[src/rtl/l2mp_trace_replayer_if.sv]
// Loader-side record stream into the replayer and the emit-side strobe bus out of it.
// The master drives records and watches emits; the replayer sits on the slave modport.
interface l2mp_trace_replayer_if;
  logic        in_valid;
  logic        in_ready;
  logic [2:0]  in_metaWway;
  logic        in_metaWvalid;
  logic [7:0]  in_mshrId;
  logic [7:0]  in_allocPtr;
  logic        in_allocValid;
  logic [2:0]  in_dirWay;
  logic        in_dirHit;
  logic [8:0]  in_sset;
  logic [18:0] in_tag;
  logic [2:0]  in_opcode;
  logic [2:0]  in_channel;
  logic        in_mshrTask;
  logic [63:0] in_stamp;

  logic        out_valid;
  logic [2:0]  out_metaWway;
  logic        out_metaWvalid;
  logic [7:0]  out_mshrId;
  logic [7:0]  out_allocPtr;
  logic        out_allocValid;
  logic [2:0]  out_dirWay;
  logic        out_dirHit;
  logic [8:0]  out_sset;
  logic [18:0] out_tag;
  logic [2:0]  out_opcode;
  logic [2:0]  out_channel;
  logic        out_mshrTask;
  logic [63:0] out_stamp;

  modport master (
    output in_valid, in_metaWway, in_metaWvalid, in_mshrId, in_allocPtr, in_allocValid,
           in_dirWay, in_dirHit, in_sset, in_tag, in_opcode, in_channel, in_mshrTask, in_stamp,
    input  in_ready,
    input  out_valid, out_metaWway, out_metaWvalid, out_mshrId, out_allocPtr, out_allocValid,
           out_dirWay, out_dirHit, out_sset, out_tag, out_opcode, out_channel, out_mshrTask,
           out_stamp
  );

  modport slave (
    input  in_valid, in_metaWway, in_metaWvalid, in_mshrId, in_allocPtr, in_allocValid,
           in_dirWay, in_dirHit, in_sset, in_tag, in_opcode, in_channel, in_mshrTask, in_stamp,
    output in_ready,
    output out_valid, out_metaWway, out_metaWvalid, out_mshrId, out_allocPtr, out_allocValid,
           out_dirWay, out_dirHit, out_sset, out_tag, out_opcode, out_channel, out_mshrTask,
           out_stamp
  );
endinterface

[src/rtl/l2mp_trace_replayer.sv]
// Buffers stamped L2 MainPipe trace records and re-emits each when the replay counter reaches its stamp.
// Optional build macro L2MP_REPLAY_ORDER_CHECK_EN adds sticky detection of decreasing push stamps.
module l2mp_trace_replayer #(
  parameter int DEPTH = 4,
  parameter int CNT_W = 16
) (
  input  logic             clock,
  input  logic             reset,
  input  logic             start,
  input  logic             eos,
  l2mp_trace_replayer_if.slave bus,
  output logic [63:0]      cycle,
  output logic [CNT_W-1:0] late_cnt,
  output logic             done,
  output logic             order_err
);

  localparam int AW    = $clog2(DEPTH);
  localparam int REC_W = 60;
  localparam logic [AW:0] PTR_ONE = {{AW{1'b0}}, 1'b1};

  typedef enum logic [1:0] {IDLE, RUN, DONE} state_e;

  state_e            state_q, state_d;
  logic [AW:0]       wr_ptr_q, rd_ptr_q;
  logic [REC_W-1:0]  rec_mem_q   [DEPTH];
  logic [63:0]       stamp_mem_q [DEPTH];
  logic [63:0]       cycle_q, cycle_d;
  logic [CNT_W-1:0]  late_q, late_d;
  logic              done_q, done_d;
  logic              out_valid_q;
  logic [REC_W-1:0]  out_rec_q;
  logic [63:0]       out_stamp_q;

  logic              full, empty, push, emit, clr;
  logic [REC_W-1:0]  in_rec, head_rec;
  logic [63:0]       head_stamp;

  function automatic logic [CNT_W-1:0] sat_inc(input logic [CNT_W-1:0] v);
    return (&v) ? v : v + {{(CNT_W-1){1'b0}}, 1'b1};
  endfunction

  assign in_rec = {bus.in_metaWway, bus.in_metaWvalid, bus.in_mshrId, bus.in_allocPtr,
                   bus.in_allocValid, bus.in_dirWay, bus.in_dirHit, bus.in_sset, bus.in_tag,
                   bus.in_opcode, bus.in_channel, bus.in_mshrTask};

  // Extra pointer MSB distinguishes full from empty when the index bits match.
  assign empty      = (wr_ptr_q == rd_ptr_q);
  assign full       = (wr_ptr_q[AW] != rd_ptr_q[AW]) && (wr_ptr_q[AW-1:0] == rd_ptr_q[AW-1:0]);
  assign bus.in_ready = (state_q != DONE) && !full;
  assign push       = bus.in_valid && bus.in_ready;
  assign head_rec   = rec_mem_q[rd_ptr_q[AW-1:0]];
  assign head_stamp = stamp_mem_q[rd_ptr_q[AW-1:0]];

  always_comb begin
    state_d = state_q;
    cycle_d = cycle_q;
    late_d  = late_q;
    done_d  = done_q;
    emit    = 1'b0;
    clr     = 1'b0;
    case (state_q)
      IDLE: begin
        cycle_d = '0;
        if (start) begin
          state_d = RUN;
          clr     = 1'b1;
        end
      end
      RUN: begin
        if (start) begin
          cycle_d = '0;
          clr     = 1'b1;
        end else begin
          cycle_d = cycle_q + 64'd1;
          emit    = !empty && (head_stamp <= cycle_q);
          if (emit && (head_stamp < cycle_q)) late_d = sat_inc(late_q);
          // An emit implies non-empty, so reaching here empty means nothing is left to pop.
          if (eos && empty && !push) begin
            state_d = DONE;
            done_d  = 1'b1;
          end
        end
      end
      DONE: begin
        if (start) begin
          state_d = RUN;
          cycle_d = '0;
          done_d  = 1'b0;
          clr     = 1'b1;
        end
      end
      default: state_d = IDLE;
    endcase
    if (clr) late_d = '0;
  end

  always_ff @(posedge clock) begin
    if (reset) begin
      state_q     <= IDLE;
      wr_ptr_q    <= '0;
      rd_ptr_q    <= '0;
      cycle_q     <= '0;
      late_q      <= '0;
      done_q      <= 1'b0;
      out_valid_q <= 1'b0;
      out_rec_q   <= '0;
      out_stamp_q <= '0;
    end else begin
      state_q     <= state_d;
      cycle_q     <= cycle_d;
      late_q      <= late_d;
      done_q      <= done_d;
      out_valid_q <= emit;
      if (push) wr_ptr_q <= wr_ptr_q + PTR_ONE;
      if (emit) begin
        rd_ptr_q    <= rd_ptr_q + PTR_ONE;
        out_rec_q   <= head_rec;
        out_stamp_q <= head_stamp;
      end
    end
  end

  always_ff @(posedge clock) begin
    if (push) begin
      rec_mem_q[wr_ptr_q[AW-1:0]]   <= in_rec;
      stamp_mem_q[wr_ptr_q[AW-1:0]] <= bus.in_stamp;
    end
  end

`ifdef L2MP_REPLAY_ORDER_CHECK_EN
  logic [63:0] last_stamp_q;
  logic        order_err_q;

  always_ff @(posedge clock) begin
    if (reset) begin
      last_stamp_q <= '0;
      order_err_q  <= 1'b0;
    end else begin
      if (push) last_stamp_q <= bus.in_stamp;
      if (clr) order_err_q <= 1'b0;
      else if (push && (bus.in_stamp < last_stamp_q)) order_err_q <= 1'b1;
    end
  end

  assign order_err = order_err_q;
`else
  assign order_err = 1'b0;
`endif

  assign bus.out_valid = out_valid_q;
  assign {bus.out_metaWway, bus.out_metaWvalid, bus.out_mshrId, bus.out_allocPtr,
          bus.out_allocValid, bus.out_dirWay, bus.out_dirHit, bus.out_sset, bus.out_tag,
          bus.out_opcode, bus.out_channel, bus.out_mshrTask} = out_rec_q;
  assign bus.out_stamp = out_stamp_q;
  assign cycle         = cycle_q;
  assign late_cnt      = late_q;
  assign done          = done_q;

endmodule

[src/flat_wrapper.sv]
// flat-port wrapper written by rule: the top's interface ports become plain ports
module l2mp_trace_replayer_flat 
#(
  parameter int DEPTH = 4,
  parameter int CNT_W = 16
)
  (clock, reset, start, eos, cycle, late_cnt, done, order_err, bus_in_valid, bus_in_metaWway, bus_in_metaWvalid, bus_in_mshrId, bus_in_allocPtr, bus_in_allocValid, bus_in_dirWay, bus_in_dirHit, bus_in_sset, bus_in_tag, bus_in_opcode, bus_in_channel, bus_in_mshrTask, bus_in_stamp, bus_in_ready, bus_out_valid, bus_out_metaWway, bus_out_metaWvalid, bus_out_mshrId, bus_out_allocPtr, bus_out_allocValid, bus_out_dirWay, bus_out_dirHit, bus_out_sset, bus_out_tag, bus_out_opcode, bus_out_channel, bus_out_mshrTask, bus_out_stamp);
  l2mp_trace_replayer_if bus_i ();
  input  logic clock;
  input  logic reset;
  input  logic start;
  input  logic eos;
  output logic [63:0] cycle;
  output logic [CNT_W-1:0] late_cnt;
  output logic done;
  output logic order_err;
  input wire logic [$bits(bus_i.in_valid)-1:0] bus_in_valid;
  input wire logic [$bits(bus_i.in_metaWway)-1:0] bus_in_metaWway;
  input wire logic [$bits(bus_i.in_metaWvalid)-1:0] bus_in_metaWvalid;
  input wire logic [$bits(bus_i.in_mshrId)-1:0] bus_in_mshrId;
  input wire logic [$bits(bus_i.in_allocPtr)-1:0] bus_in_allocPtr;
  input wire logic [$bits(bus_i.in_allocValid)-1:0] bus_in_allocValid;
  input wire logic [$bits(bus_i.in_dirWay)-1:0] bus_in_dirWay;
  input wire logic [$bits(bus_i.in_dirHit)-1:0] bus_in_dirHit;
  input wire logic [$bits(bus_i.in_sset)-1:0] bus_in_sset;
  input wire logic [$bits(bus_i.in_tag)-1:0] bus_in_tag;
  input wire logic [$bits(bus_i.in_opcode)-1:0] bus_in_opcode;
  input wire logic [$bits(bus_i.in_channel)-1:0] bus_in_channel;
  input wire logic [$bits(bus_i.in_mshrTask)-1:0] bus_in_mshrTask;
  input wire logic [$bits(bus_i.in_stamp)-1:0] bus_in_stamp;
  output wire logic [$bits(bus_i.in_ready)-1:0] bus_in_ready;
  output wire logic [$bits(bus_i.out_valid)-1:0] bus_out_valid;
  output wire logic [$bits(bus_i.out_metaWway)-1:0] bus_out_metaWway;
  output wire logic [$bits(bus_i.out_metaWvalid)-1:0] bus_out_metaWvalid;
  output wire logic [$bits(bus_i.out_mshrId)-1:0] bus_out_mshrId;
  output wire logic [$bits(bus_i.out_allocPtr)-1:0] bus_out_allocPtr;
  output wire logic [$bits(bus_i.out_allocValid)-1:0] bus_out_allocValid;
  output wire logic [$bits(bus_i.out_dirWay)-1:0] bus_out_dirWay;
  output wire logic [$bits(bus_i.out_dirHit)-1:0] bus_out_dirHit;
  output wire logic [$bits(bus_i.out_sset)-1:0] bus_out_sset;
  output wire logic [$bits(bus_i.out_tag)-1:0] bus_out_tag;
  output wire logic [$bits(bus_i.out_opcode)-1:0] bus_out_opcode;
  output wire logic [$bits(bus_i.out_channel)-1:0] bus_out_channel;
  output wire logic [$bits(bus_i.out_mshrTask)-1:0] bus_out_mshrTask;
  output wire logic [$bits(bus_i.out_stamp)-1:0] bus_out_stamp;
  assign bus_i.in_valid = bus_in_valid;
  assign bus_i.in_metaWway = bus_in_metaWway;
  assign bus_i.in_metaWvalid = bus_in_metaWvalid;
  assign bus_i.in_mshrId = bus_in_mshrId;
  assign bus_i.in_allocPtr = bus_in_allocPtr;
  assign bus_i.in_allocValid = bus_in_allocValid;
  assign bus_i.in_dirWay = bus_in_dirWay;
  assign bus_i.in_dirHit = bus_in_dirHit;
  assign bus_i.in_sset = bus_in_sset;
  assign bus_i.in_tag = bus_in_tag;
  assign bus_i.in_opcode = bus_in_opcode;
  assign bus_i.in_channel = bus_in_channel;
  assign bus_i.in_mshrTask = bus_in_mshrTask;
  assign bus_i.in_stamp = bus_in_stamp;
  assign bus_in_ready = bus_i.in_ready;
  assign bus_out_valid = bus_i.out_valid;
  assign bus_out_metaWway = bus_i.out_metaWway;
  assign bus_out_metaWvalid = bus_i.out_metaWvalid;
  assign bus_out_mshrId = bus_i.out_mshrId;
  assign bus_out_allocPtr = bus_i.out_allocPtr;
  assign bus_out_allocValid = bus_i.out_allocValid;
  assign bus_out_dirWay = bus_i.out_dirWay;
  assign bus_out_dirHit = bus_i.out_dirHit;
  assign bus_out_sset = bus_i.out_sset;
  assign bus_out_tag = bus_i.out_tag;
  assign bus_out_opcode = bus_i.out_opcode;
  assign bus_out_channel = bus_i.out_channel;
  assign bus_out_mshrTask = bus_i.out_mshrTask;
  assign bus_out_stamp = bus_i.out_stamp;
  l2mp_trace_replayer #(.DEPTH(DEPTH), .CNT_W(CNT_W)) u_core (.clock(clock), .reset(reset), .start(start), .eos(eos), .bus(bus_i), .cycle(cycle), .late_cnt(late_cnt), .done(done), .order_err(order_err));
endmodule
[config.mk]
export PLATFORM = sky130hd
export DESIGN_NAME = l2mp_trace_replayer_flat
export DESIGN_NICKNAME = d
export VERILOG_FILES = /design/src/rtl/l2mp_trace_replayer_if.sv /design/src/rtl/l2mp_trace_replayer.sv /design/src/flat_wrapper.sv
export SDC_FILE = /design/constraint.sdc
export NUM_CORES = 1
export LEC_CHECK = 0
export ABC_AREA = 0
export ABC_CLOCK_PERIOD_IN_PS = 7550
export CAP_MARGIN = 15
export CORE_ASPECT_RATIO = 1.75
export CORE_MARGIN = 10
export CORE_UTILIZATION = 40
export DETAILED_ROUTE_END_ITERATION = 7
export SETUP_SLACK_MARGIN = 0.5
export SLEW_MARGIN = 20
export SYNTH_ARGS = -nofsm -noshare
export SYNTH_HDL_FRONTEND = slang
export SYNTH_SLANG_ARGS = --single-unit
[constraint.sdc]
create_clock -name clock -period 7.55 [get_ports clock]
set_input_delay 1.8875 -clock clock [delete_from_list [all_inputs] [get_ports clock]]
set_output_delay 1.8875 -clock clock [all_outputs]
set_load 0.05 [all_outputs]
### Word level (Yosys, flattened, before mapping)

Memories as Yosys holds them, arrays and structs flattened. A register that Yosys moved wholly into a read port is not among the register bits.
Cells that the tools add are included.

| operators by class | value |
|---|---|
| add/subtract/negate cells | 4 |
| $mul | 0 |
| div/mod/pow operators | 0 |
| order comparisons | 2 |
| eq/ne operators | 10 |
| shifts and indexed selects | 0 |
| multiplexer cells | 19 |
| bitwise operators | 2 |
| reductions and logical operators | 21 |

Operators by type and width:

| operator | number |
|---|---|
| $pmux W64 S3 | 1 |
| $mux W64 | 2 |
| $add A64 B1 Y64 const B | 1 |
| $le A64 B64 Y1 | 1 |
| $lt A64 B64 Y1 | 1 |
| $add A16 B1 Y16 const B | 1 |
| $reduce_and A16 Y1 | 1 |
| $mux W2 | 5 |
| $mux W1 | 9 |
| $reduce_and A4 Y1 | 2 |
| $logic_and A1 B1 Y1 | 7 |
| $add A3 B1 Y3 const B | 2 |
| $ne A2 B2 Y1 const B | 3 |
| $ne A2 B1 Y1 const B | 2 |
| $pmux W2 S2 | 1 |
| $reduce_or A2 Y1 | 2 |
| $eq A3 B3 Y1 | 1 |
| $logic_not A1 Y1 | 3 |
| $reduce_and A3 Y1 | 1 |
| $reduce_bool A3 Y1 | 1 |
| $reduce_or A3 Y1 | 1 |
| $eq A2 B1 Y1 const B | 1 |
| $eq A2 B2 Y1 | 1 |
| $eq A2 B2 Y1 const B | 1 |
| other kinds (6) | 7 |

| word-level totals | value |
|---|---|
| bits in registers | 154 |
| bits in latches | 0 |
| memory bits (writable) | 496 |
| memory bits (read-only) | 0 |
| input bits | 129 |
| output and inout port bits | 208 |
| logic and storage cells | 68 |
| memories kept | 2 |

Memories:

| memory | words | bits a word | read ports | clocked after memory_dff | write ports | line | source |
|---|---|---|---|---|---|---|---|
| u_core.stamp_mem_q | 4 | 64 | 1 | 1 | 1 | l2mp_trace_replayer.sv:27 | `logic [63:0] stamp_mem_q [DEPTH];` |
| u_core.rec_mem_q | 4 | 60 | 1 | 1 | 1 | l2mp_trace_replayer.sv:26 | `logic [REC_W-1:0] rec_mem_q [DEPTH];` |

### Longest topological paths before layout

Gate-level depths: netlist of run 1.

| logic depth | value |
|---|---|
| depth after elaboration | 10 |
| mapped depth | 16 |
| gate-level depth less buffers | 11 |

### Worst setup path after synthesis of run 1

Ideal clock, no wire load.

| timing path | value |
|---|---|
| path type | input to register |
| start | in bus_in_valid |
| end | mem u_core.rec_mem_q[3][0], enable pin |
| library setup time | 0.500 ns |
| arrival time | 4.825 ns |
| required time | 7.050 ns |
| slack | 2.225 ns |
| cell stages on the path | 1 |
| cell sequence | and3_1 |

| on the way | value |
|---|---|
| cells in the longest elaborated chain, start to end | 3 |

Ends and longest elaborated chain:

| what | line | source |
|---|---|---|
| start, declared | flat_wrapper.sv:17 | `input wire logic [$bits(bus_i.in_valid)-1:0] bus_in_valid;` |
| $logic_and A1 B1 Y1 | l2mp_trace_replayer.sv:51 | `assign push = bus.in_valid && bus.in_ready;` |
| $mux W1 | l2mp_trace_replayer.sv:125 | `if (push) begin` |
| $mux W1 (implied by the code) | l2mp_trace_replayer.sv:126 | `rec_mem_q[wr_ptr_q[AW-1:0]] <= in_rec;` |
| end, declared | l2mp_trace_replayer.sv:26 |  |

Every way passes these cells.

==> out/results.ini, run 1 <==
[logic_synthesis]
ys_top_cells_by_area = edfxtp_1 (52%), dfxtp_1 (15%), mux4_2 (9.7%)
synth_top_family_by_area = multiplexers
synth_top_cell_by_area = edfxtp_1
synthAdderAreaFrac_pct = 3.08
synth-edff-count = 496
synthSimpleGateAreaFrac_pct = 8.39
ys_async_sr_fraction_pct = 0
syn_area_sq_um = 28800
ys_warn_count = 0
yosys.area.top_type_share_pct = 51.6
synth_fp_nets = 2207
synth_common_cells = edfxtp_1 (496), dfxtp_1 (216), a21oi_1 (188)
synth_xor_area_share_pct = 0.850
synth_compound_area_share_pct = 8.37
synth_seq_cells = 712
synthFlopType = edfxtp_1
synth_cells = 2007
syn-mean-instance-area_sq_um = 14.4
yosysUniqueCellTypes = 72
synth.most_common_cell = edfxtp_1
synthMuxAreaShare_pct = 9.76
yosysSeqAreaShare_pct = 66.6

[worst_setup_path]
critPathKind = reg -> reg
cp-end-kind = flop
cp.arrival_ps = 6210
cp_slowest_cell = dfxtp_4
crit_fanout = 60
slowest_delay_ps = 970
cp.required_ps = 8070
path_cells = mux4_2 -> ha_1 -> nand4_1 -> nor2_1 -> and4_1 -> nand4_1 -> nor4_2 -> buf_4 -> buf_4 -> o21ai_0 -> a21oi_1
start_kind = flop

[route]
drtAntennaViolNets = 0
num_vias = 18600
drt_iter0_drc = 1421
dr.pass1.iters = 5
post_drt_wl_per_cell_microns = 25.4
vias_per_cell = 5.65
routed_wl_mm = 83.6
drc_errors = 0

[sta]
hold_violations = 0
fmax_mhz = 176
finalSetupTns_ps = 0
fin_worst_skew_ps = 28.9
setup_violations = 0
drv_slew = 0
maxSlewHeadroom_pct = 29.6
fin_crit_ps = 5690
tightest_slew_ps = 1060
period_share_pct = 75.3
rsz0062_at_grt = false

[flow_run]
maxCapViolCount = 0

[clocking]
postCtsSetupBuffers = 0
cts_buffers = 68
clkSinkCount = 712
postCtsResizedCells = 0
clk_latency_ps = 610
root_buffer = clkbuf_16
cts_tree = done
clockBufferDepth = 3
hold_buffers = 0
clkTransAtPathRegs_ps = 60
h-tree-depth = 3

[placement]
hpwl_mm = 54.1
placedCellCount = 3166
place_congestion = 0.814
numPortBuffers = 335

[floorplanning]
dieArea_sq_um = 83700
ios = 337
start_util_pct = 40.2
die_w_microns = 223
coreArea_sq_um = 71700
rows = 130
die_y_microns = 375

[run_status]
status = finished, final reports clean

[global_routing]
overflow = 0
grt_max_degree = 110
grtUsageTotal_pct = 19.5
grt_pass1_vias = 19500
grt_pass1_wl_mm = 125
antenna_found_initial = 17

[pwr]
peakVddDrop_v = 0.000211
leakagePower_uw = 0.0111
power.density_nw_per_um2 = 234

[hold_path]
hold_start = u_core.out_rec_q[34]$_SDFFE_PP0P_
hold_class = reg -> reg

[layout]
drive_above_1_share_pct = 12.1
stdcell_count = 3291
fillers = 6174
num-nets-final = 2512
syn_to_final_growth_pct = 22.1

==> flip-flops by register name, summed over array words and instances (netlist names), named ones only <==
name                  flops
u_core.wr_ptr_q           3
u_core.rec_mem_q        240
u_core.done               1
u_core.bus.out_stamp     64
u_core.rd_ptr_q           3
u_core.bus.out_valid      1
u_core.out_rec_q         60
u_core.state_q            2
u_core.late_cnt          16
u_core.cycle             64
u_core.stamp_mem_q      256
==> layer usage <==
layer / vias to the layer above / part of all wire, % / GRT usage [%]
li1: 8369 / - / -
met1: 9388 / 38 / 22.2
met2: 658 / 51 / 34.2
met3: 147 / 7.7 / 5.84
met4: 18 / 2.8 / 6.89
met5: - / 0.13 / 0
==> final timing paths <==
kind | depth (start not counted) | slack, ps | end
worst max register to register | 11 | 1860 | u_core.out_rec_q[28]$_SDFFE_PP0P_
worst min-delay path | 2 | 460 | u_core.out_rec_q[34]$_SDFFE_PP0P_
worst max-delay path | 11 | 1860 | u_core.out_rec_q[28]$_SDFFE_PP0P_
worst min register to register | 2 | 460 | u_core.out_rec_q[34]$_SDFFE_PP0P_
==> critical path, delay by kind of cell (launching register included) <==
kind                     cells  cell delay [ps]
multiplexers                 1              640
buffers and inverters        2             1210
adder cells (fa/ha/maj)      1              310
AO/OA/AOI/OAI                2              360
flip-flops                   1              970
AND/OR/NAND/NOR              5             1970
==> stage by stage <==
stage / worst slack [ps] / power (uW) / utilization, % / instance area [sq um] / hold WS, ps
6_report: 1860 / 8250 / 49.1 / 35200 / 463
5_1_grt: 1530 / 8530 / 49.1 / 35200 / 492
4_1_cts: 1730 / 8340 / 49.1 / 35200 / 465
3_5_place_dp: 1770 / 4980 / 46.1 / 33100 / 456
3_3_place_gp: 1800 / 4960 / 46.1 / 33100 / 451
2_1_floorplan: 2230 / 4750 / - / 28800 / 504
==> kinds of logic (layout without fill, tap and decap cells) <==
family          count (synthesis)  count (layout)
compound gates                437             437
xor+xnor                       28              28
fa+ha+maj                      71              71
buf+inv                       192             549
flops                         712             712
mux                           126             126
other cells                     1               4
simple gates                  440             440
==> power breakdown <==
| group | switching [uW] | internal (uW) |
|---|---|---|
| combinational | 301 | 211 |
| clock | 1470 | 1890 |
| sequential | 42.3 | 4330 |
| total | 1810 | 6440 |
==> placed cells by master (no fill, tap or decap), types with 5 or more instances in the layout <==
cell type        synthesis  routed
a211oi_1                 5       5
a21o_1                  14      14
a21oi_1                188     188
a31oi_1                 16      16
and3_1                  18      13
and3_4                   1       6
and4_1                   7       7
buf_12                   0       5
buf_4                    8      17
clkbuf_1                77      15
clkbuf_16                0      71
clkdlybuf4s50_1          0     334
clkinv_1                 0       8
clkinv_2                 0      14
dfxtp_1                216     212
edfxtp_1               496     496
ha_1                    71      71
inv_1                   69      69
mux4_2                 124     124
nand2_1                 60      60
nand2b_1                 9       9
nand3_1                168     168
nand4_1                 30      30
nor2_1                  71      70
nor3_1                  20      20
o21ai_0                146     146
o21ai_1                 29      29
o31ai_1                  9       9
or3_1                    5       5
or4_1                   10       9
xnor2_1                 25      25
==> final cells by class <==
| class | instances | area (sq um) | area share (%) |
|---|---|---|---|
| multi-input combinational | 1103 | 8830 | 25.1 |
| clock buffer | 89 | 1870 | 5.32 |
| clock inverter | 33 | 278 | 0.789 |
| sequential | 712 | 19200 | 54.6 |
| inverter | 70 | 263 | 0.746 |
| timing repair buffer | 357 | 3580 | 10.2 |
| tap | 924 | 1160 | 3.28 |
| antenna | 3 | 7.51 | 0.0213 |
Power figures use the tool's default switching activity.
==> run 2: changes to the inputs <==
--- a/config.mk
+++ b/config.mk
@@ -6,7 +6,7 @@
 export NUM_CORES = 1
 export LEC_CHECK = 0
 export ABC_AREA = 0
-export ABC_CLOCK_PERIOD_IN_PS = 7550
+export ABC_CLOCK_PERIOD_IN_PS = 5000
 export CAP_MARGIN = 15
 export CORE_ASPECT_RATIO = 1.75
 export CORE_MARGIN = 10
==> constraint.sdc (replaced) <==
create_clock -name clock -period 5 [get_ports clock]
set_input_delay 1.25 -clock clock [delete_from_list [all_inputs] [get_ports clock]]
set_output_delay 1.25 -clock clock [all_outputs]
set_load 0.05 [all_outputs]
==> out/results.ini, run 2 (same netlist as run 1, synthesis figures left out) <==
[sta]
period_share_pct = 83.9  ; +8.6 points
rsz0062_at_grt = false
fin_worst_skew_ps = 28.5  ; -0.470 ps
finalSetupTns_ps = 0  ; unchanged
drv_slew = 0  ; unchanged
fmax_mhz = 238  ; +36%
maxSlewHeadroom_pct = 34.9  ; +5.3 points
tightest_slew_ps = 977  ; -79.6 ps
hold_violations = 0  ; unchanged
fin_crit_ps = 4190  ; -1490 ps
setup_violations = 0  ; unchanged

[run_status]
status = finished, final reports clean

[placement]
place_congestion = 0.837  ; +2.9%
numPortBuffers = 335  ; unchanged
placedCellCount = 3182  ; +0.51%
placed_cell_area_sq_um = 33300  ; +0.66%
hpwl_mm = 56.1  ; +3.7%

[worst_setup_path]
crit_fanout = 24  ; -60%
start_kind = flop
reg2reg_slack_ps = 810  ; -1060 ps
cp.arrival_ps = 4660  ; -1550 ps
r2r_cells = 12  ; +1
slowest_delay_ps = 490  ; -480 ps
cp_slowest_cell = dfxtp_4
crit_path_end = u_core.bus.out_stamp[44]$_SDFFE_PP0P_
critPathKind = reg -> reg
cp.required_ps = 5470  ; -2600 ps
r2r-end = u_core.bus.out_stamp[44]$_SDFFE_PP0P_
path_cells = buf_4 -> mux4_2 -> ha_1 -> nand4_1 -> nor2_1 -> and4_1 -> nand4_1 -> o21bai_1 -> and3_4 -> buf_4 -> o21ai_0 -> a21oi_1
cp-end-kind = flop

[layout]
stdcell_count = 3313  ; +0.67%
syn_to_final_growth_pct = 23.3
largest_reg_flops = 256  ; unchanged
final_cell_area_sq_um = 35600  ; +0.99%
final_common_cell = edfxtp_1
drive_above_1_share_pct = 12.7  ; +0.61 points
num-nets-final = 2533  ; +0.84%
ff_latch_area_sq_um = 19200  ; unchanged
final_cell_mix = edfxtp_1 (496), clkdlybuf4s50_1 (334), dfxtp_1 (212)
multiInputGateArea_sq_um = 8840  ; about the same
fillers = 6152  ; -0.36%

[floorplanning]
coreArea_sq_um = 71700  ; unchanged
rows = 130  ; unchanged
dieArea_sq_um = 83700  ; unchanged
die_y_microns = 375  ; unchanged
die_w_microns = 223  ; unchanged
start_util_pct = 40.2  ; unchanged
ios = 337  ; unchanged

[clocking]
clkTransAtPathRegs_ps = 60  ; about the same
hold_buffers = 0  ; unchanged
clockBufferDepth = 3  ; unchanged
root_buffer = clkbuf_16
clkSinkCount = 712  ; unchanged
clk_latency_ps = 620  ; about the same
h-tree-depth = 3  ; unchanged
cts_buffers = 70  ; +2.9%
cts_tree = done

[pwr]
power.density_nw_per_um2 = 353  ; +51%
total_power_uw = 12500  ; +52%
intPower_uw = 9810  ; +52%
combPwrFrac_pct = 6.3  ; about the same
seqPwrFrac_pct = 52.6  ; -0.4 points
power.switching_uw = 2740  ; +51%
peakVddDrop_v = 0.000421  ; +99%
netSwitchingFraction_pct = 21.8  ; -0.15 points
p_clk_share_pct = 41.1  ; +0.3 points
leakagePower_uw = 0.0113  ; +1.4%

[route]
wl_met2_mm = 42.2  ; -1.2%
post_drt_wl_per_cell_microns = 25.2  ; -0.96%
drtAntennaViolNets = 0  ; unchanged
top_layer = met5
num_vias = 18700  ; +0.86%
dr.pass1.iters = 5  ; unchanged
wl_met1_mm = 31.8  ; -0.73%
drt_iter0_drc = 1411  ; -0.70%
routed_wl_mm = 83.4  ; -0.30%
vias_per_cell = 5.66  ; +0.19%
wl_met3_mm = 6.66  ; +3.2%
drc_errors = 0  ; unchanged

[global_routing]
grtUsageTotal_pct = 19.4  ; -0.11 points
grt_max_degree = 81  ; -26%
antenna_found_initial = 20  ; +3
grt_pass1_wl_mm = 125  ; about the same
overflow = 0  ; unchanged
grt_pass1_vias = 19700  ; +1.1%

[hold_path]
hold_class = reg -> reg

[flow_run]
maxCapViolCount = 0  ; unchanged

-- run 2: routing by layer --
layer  track usage [%]  up-vias
li1                  -     8426
met2              33.5      651
met4              7.22       22
met5                 0        -
met1              22.1     9481
met3              6.09      159
-- run 2: worst max-delay path, delay by kind of cell, from the launching register on --
kind	cells	cell delay [ps]
and+or+nand+nor	5	1340
AOI/OAI and AO/OA	3	870
buffers and inverters	2	620
DFF	1	490
muxes	1	390
adders and majority gates	1	310
-- run 2: area by class of cell --
class,instances,share of cell area (%)
Clock inverter,28,0.725
Clock buffer,96,5.46
Inverter,70,0.739
Multi-Input combinational cell,1103,24.8
Sequential cell,712,54.1
Tap cell,924,3.25
Antenna cell,4,0.0281
Timing Repair Buffer,376,10.9
-- run 2: worst min path at each step --
stage                                                from                               endpoint  slack [ps]  cells past startpoint
floorplan                 u_core.wr_ptr_q[2]$_SDFFE_PP0P_        u_core.wr_ptr_q[2]$_SDFFE_PP0P_         500                      2
global placement    u_core.bus.out_stamp[27]$_SDFFE_PP0P_  u_core.bus.out_stamp[27]$_SDFFE_PP0P_         450                      2
detailed placement  u_core.bus.out_stamp[25]$_SDFFE_PP0P_  u_core.bus.out_stamp[25]$_SDFFE_PP0P_         460                      2
CTS                 u_core.bus.out_stamp[25]$_SDFFE_PP0P_  u_core.bus.out_stamp[25]$_SDFFE_PP0P_         460                      2
global route        u_core.bus.out_stamp[28]$_SDFFE_PP0P_  u_core.bus.out_stamp[28]$_SDFFE_PP0P_         480                      2
finish              u_core.bus.out_stamp[33]$_SDFFE_PP0P_  u_core.bus.out_stamp[33]$_SDFFE_PP0P_         460                      2
-- run 2: timing repair --
item / CTS / global route
hold endpoints to repair: 0 / 0
gates resized for setup: 0 / 2
setup endpoints to repair: 0 / 128
setup buffers: 0 / 3
-- run 2: power groups by stage --
stage / clock, uW / combinational (uW) / sequential, uW
final: 5150 / 790 / 6600
after global routing: 5520 / 860 / 6610
after CTS: 5290 / 799 / 6600
after detailed placement: 0 / 796 / 6730
after global placement: 0 / 777 / 6710
after floorplan: 0 / 389 / 6760
-- run 2: stage by stage --
step,setup slack (ps),hold slack [ps],utilization [%]
2_1_floorplan,1220,504,-
3_3_place_gp,646,452,46.4
3_5_place_dp,547,457,46.4
4_1_cts,522,465,49.5
5_1_grt,606,479,49.6
6_report,806,461,49.6
==> run 3: changes to the inputs <==
--- a/config.mk
+++ b/config.mk
@@ -6,7 +6,7 @@
 export NUM_CORES = 1
 export LEC_CHECK = 0
 export ABC_AREA = 0
-export ABC_CLOCK_PERIOD_IN_PS = 5000
+export ABC_CLOCK_PERIOD_IN_PS = 3900
 export CAP_MARGIN = 15
 export CORE_ASPECT_RATIO = 1.75
 export CORE_MARGIN = 10
==> constraint.sdc (replaced) <==
create_clock -name clock -period 3.9 [get_ports clock]
set_input_delay 0.975 -clock clock [delete_from_list [all_inputs] [get_ports clock]]
set_output_delay 0.975 -clock clock [all_outputs]
set_load 0.05 [all_outputs]
==> out/results.ini, run 3 (same netlist as run 1, synthesis figures left out) <==
[clocking]
cts_tree = done
clkTransAtPathRegs_ps = 70  ; about the same
clk_latency_ps = 630  ; about the same
clkSinkCount = 712  ; unchanged
cts_buffers = 69  ; -1.4%
hold_buffers = 0  ; unchanged
root_buffer = clkbuf_16
clockBufferDepth = 3  ; unchanged
h-tree-depth = 3  ; unchanged

[floorplanning]
ios = 337  ; unchanged
coreArea_sq_um = 71700  ; unchanged
die_w_microns = 223  ; unchanged
rows = 130  ; unchanged
start_util_pct = 40.2  ; unchanged
dieArea_sq_um = 83700  ; unchanged
die_y_microns = 375  ; unchanged

[worst_setup_path]
path_cells = buf_6 -> clkbuf_16 -> buf_12 -> mux4_2 -> ha_4 -> nand4_1 -> nor2_4 -> nand4_1 -> buf_4 -> or4_4 -> buf_12 -> buf_12 -> nand3_1 -> a21oi_1
cp.arrival_ps = 4290  ; -370 ps
cp_slowest_cell = mux4_2
critPathBufInv = 6  ; +4
reg2reg_slack_ps = 100  ; -710 ps
crit_fanout = 48  ; +100%
cp-end-kind = flop
start_kind = flop
critPathKind = reg -> reg
slowest_delay_ps = 570  ; +80 ps
cp_top_family = simple AND/OR/NAND/NOR gates
cp.required_ps = 4390  ; -1080 ps
worst_path_most_repeated_cell = buf_12

[pwr]
total_power_uw = 16300  ; +30%
leakagePower_uw = 0.0119  ; +5.9%
power.density_nw_per_um2 = 436  ; +24%
peakVddDrop_v = 0.000435  ; +3.6%

[hold_path]
hold_start = u_core.bus.out_stamp[32]$_SDFFE_PP0P_
hold_class = reg -> reg

[layout]
final_cell_area_sq_um = 37300  ; +4.8%
finish.utilization_pct = 52.0  ; +2.4 points
largest_reg_flops = 256  ; unchanged
antennaDiodeCount = 0  ; -4
num-nets-final = 2605  ; +2.8%
final_common_cell = edfxtp_1
stdcell_count = 3386  ; +2.2%
fillers = 5947  ; -3.3%
final_cell_mix = edfxtp_1 (496), clkdlybuf4s50_1 (333), dfxtp_1 (212)
syn_to_final_growth_pct = 29.2
drive_above_1_share_pct = 18.3  ; +5.6 points

[run_status]
status = finished, final reports clean

[global_routing]
grt_pass1_wl_mm = 128  ; +2.1%
grtUsageTotal_pct = 20.0  ; +0.53 points
overflow = 0  ; unchanged
grt_pass1_vias = 19900  ; +0.96%
grt_max_degree = 70  ; -14%
antenna_found_initial = 16  ; -20%

[route]
dr.pass1.iters = 5  ; unchanged
vias_per_cell = 5.68  ; +0.40%
num_vias = 19200  ; +2.6%
drt_iter0_drc = 1443  ; +2.3%
routed_wl_mm = 88.9  ; +6.7%
post_drt_wl_per_cell_microns = 26.3  ; +4.4%
drtAntennaViolNets = 0  ; unchanged
drc_errors = 0  ; unchanged

[placement]
placedCellCount = 3206  ; +0.75%
placed_cell_area_sq_um = 33600  ; +1.0%
place_congestion = 0.857  ; +2.4%
numPortBuffers = 335  ; unchanged
hpwl_mm = 56.8  ; +1.2%

[sta]
drv_slew = 0  ; unchanged
period_share_pct = 97.4  ; +14 points
fin_worst_skew_ps = 41.3  ; +12.9 ps
rsz0062_at_grt = true
tightest_slew_ps = 1100  ; +126 ps
fin_crit_ps = 3800  ; -394 ps
fmax_mhz = 263  ; +10%
maxSlewHeadroom_pct = 26.5  ; -8.4 points
hold_violations = 0  ; unchanged
setup_violations = 0  ; unchanged

[flow_run]
maxCapViolCount = 0  ; unchanged

## run 3: changes by cell type in the layout (fill, tap and decap cells not counted), sizes merged, moves of 4 or more
cell / before / now
diode: 4 / 0
clkinv: 16 / 28
clkinvlp: 7 / 1
buf: 42 / 105
inv: 71 / 78
## run 3: worst reg2reg max path: stages (launching register included)
cell       delay (ps)
dfxtp_4           440
buf_6             130
clkbuf_16         170
buf_12            150
mux4_2            570
ha_4              300
nand4_1           180
nor2_4            220
nand4_1           160
buf_4             200
or4_4             540
buf_12            170
buf_12            190
nand3_1           190
a21oi_1            70
## run 3: final cells by class
class | instances | area [sq um] | share of cell area [%]
Clock buffer | 87 | 1900 | 5.09
Sequential cell | 712 | 19200 | 51.6
Timing Repair Buffer | 449 | 5050 | 13.5
Tap cell | 924 | 1160 | 3.10
Multi-Input combinational cell | 1103 | 9340 | 25.1
Inverter | 70 | 263 | 0.705
Clock inverter | 41 | 334 | 0.896
## run 3: power breakdown
part / switching, uW / internal [uW] / total [uW]
logic: 642 / 485 / 1130
registers: 71.6 / 8380 / 8450
clock network: 2930 / 3750 / 6680
## run 3: path summary, 6_finish.rpt
path	endpoint	cells after the start
max reg2reg	u_core.bus.out_stamp[48]$_SDFFE_PP0P_	14
min reg2reg	u_core.bus.out_stamp[32]$_SDFFE_PP0P_	2
max	u_core.bus.out_stamp[48]$_SDFFE_PP0P_	14
min	u_core.bus.out_stamp[32]$_SDFFE_PP0P_	2
## run 3: metrics by stage
step           TNS, ps  worst slack (ps)  hold WS, ps
3_3_place_gp    -10340              -206          450
4_1_cts              0               166          465
2_1_floorplan        0               126          504
5_1_grt              0              10.3          483
6_report             0               100          462
3_5_place_dp    -10910              -209          457
## run 3: timing repair
item | 4_1_cts | 5_1_grt
pin swaps | 9 | 26
hold endpoints to repair | 0 | 0
gates cloned | 6 | 10
setup endpoints to repair | 147 | 147
setup buffers | 17 | 19
resized for setup | 82 | 81
## run 3: metal layers
metal / up-vias / GRT usage [%] / share of wire [%]
li1: 8582 / - / -
met1: 9760 / 22.7 / 38
met2: 708 / 35.4 / 52
met3: 156 / 5.45 / 7.4
met4: 22 / 6.62 / 2.8
met5: - / 0 / 0.17
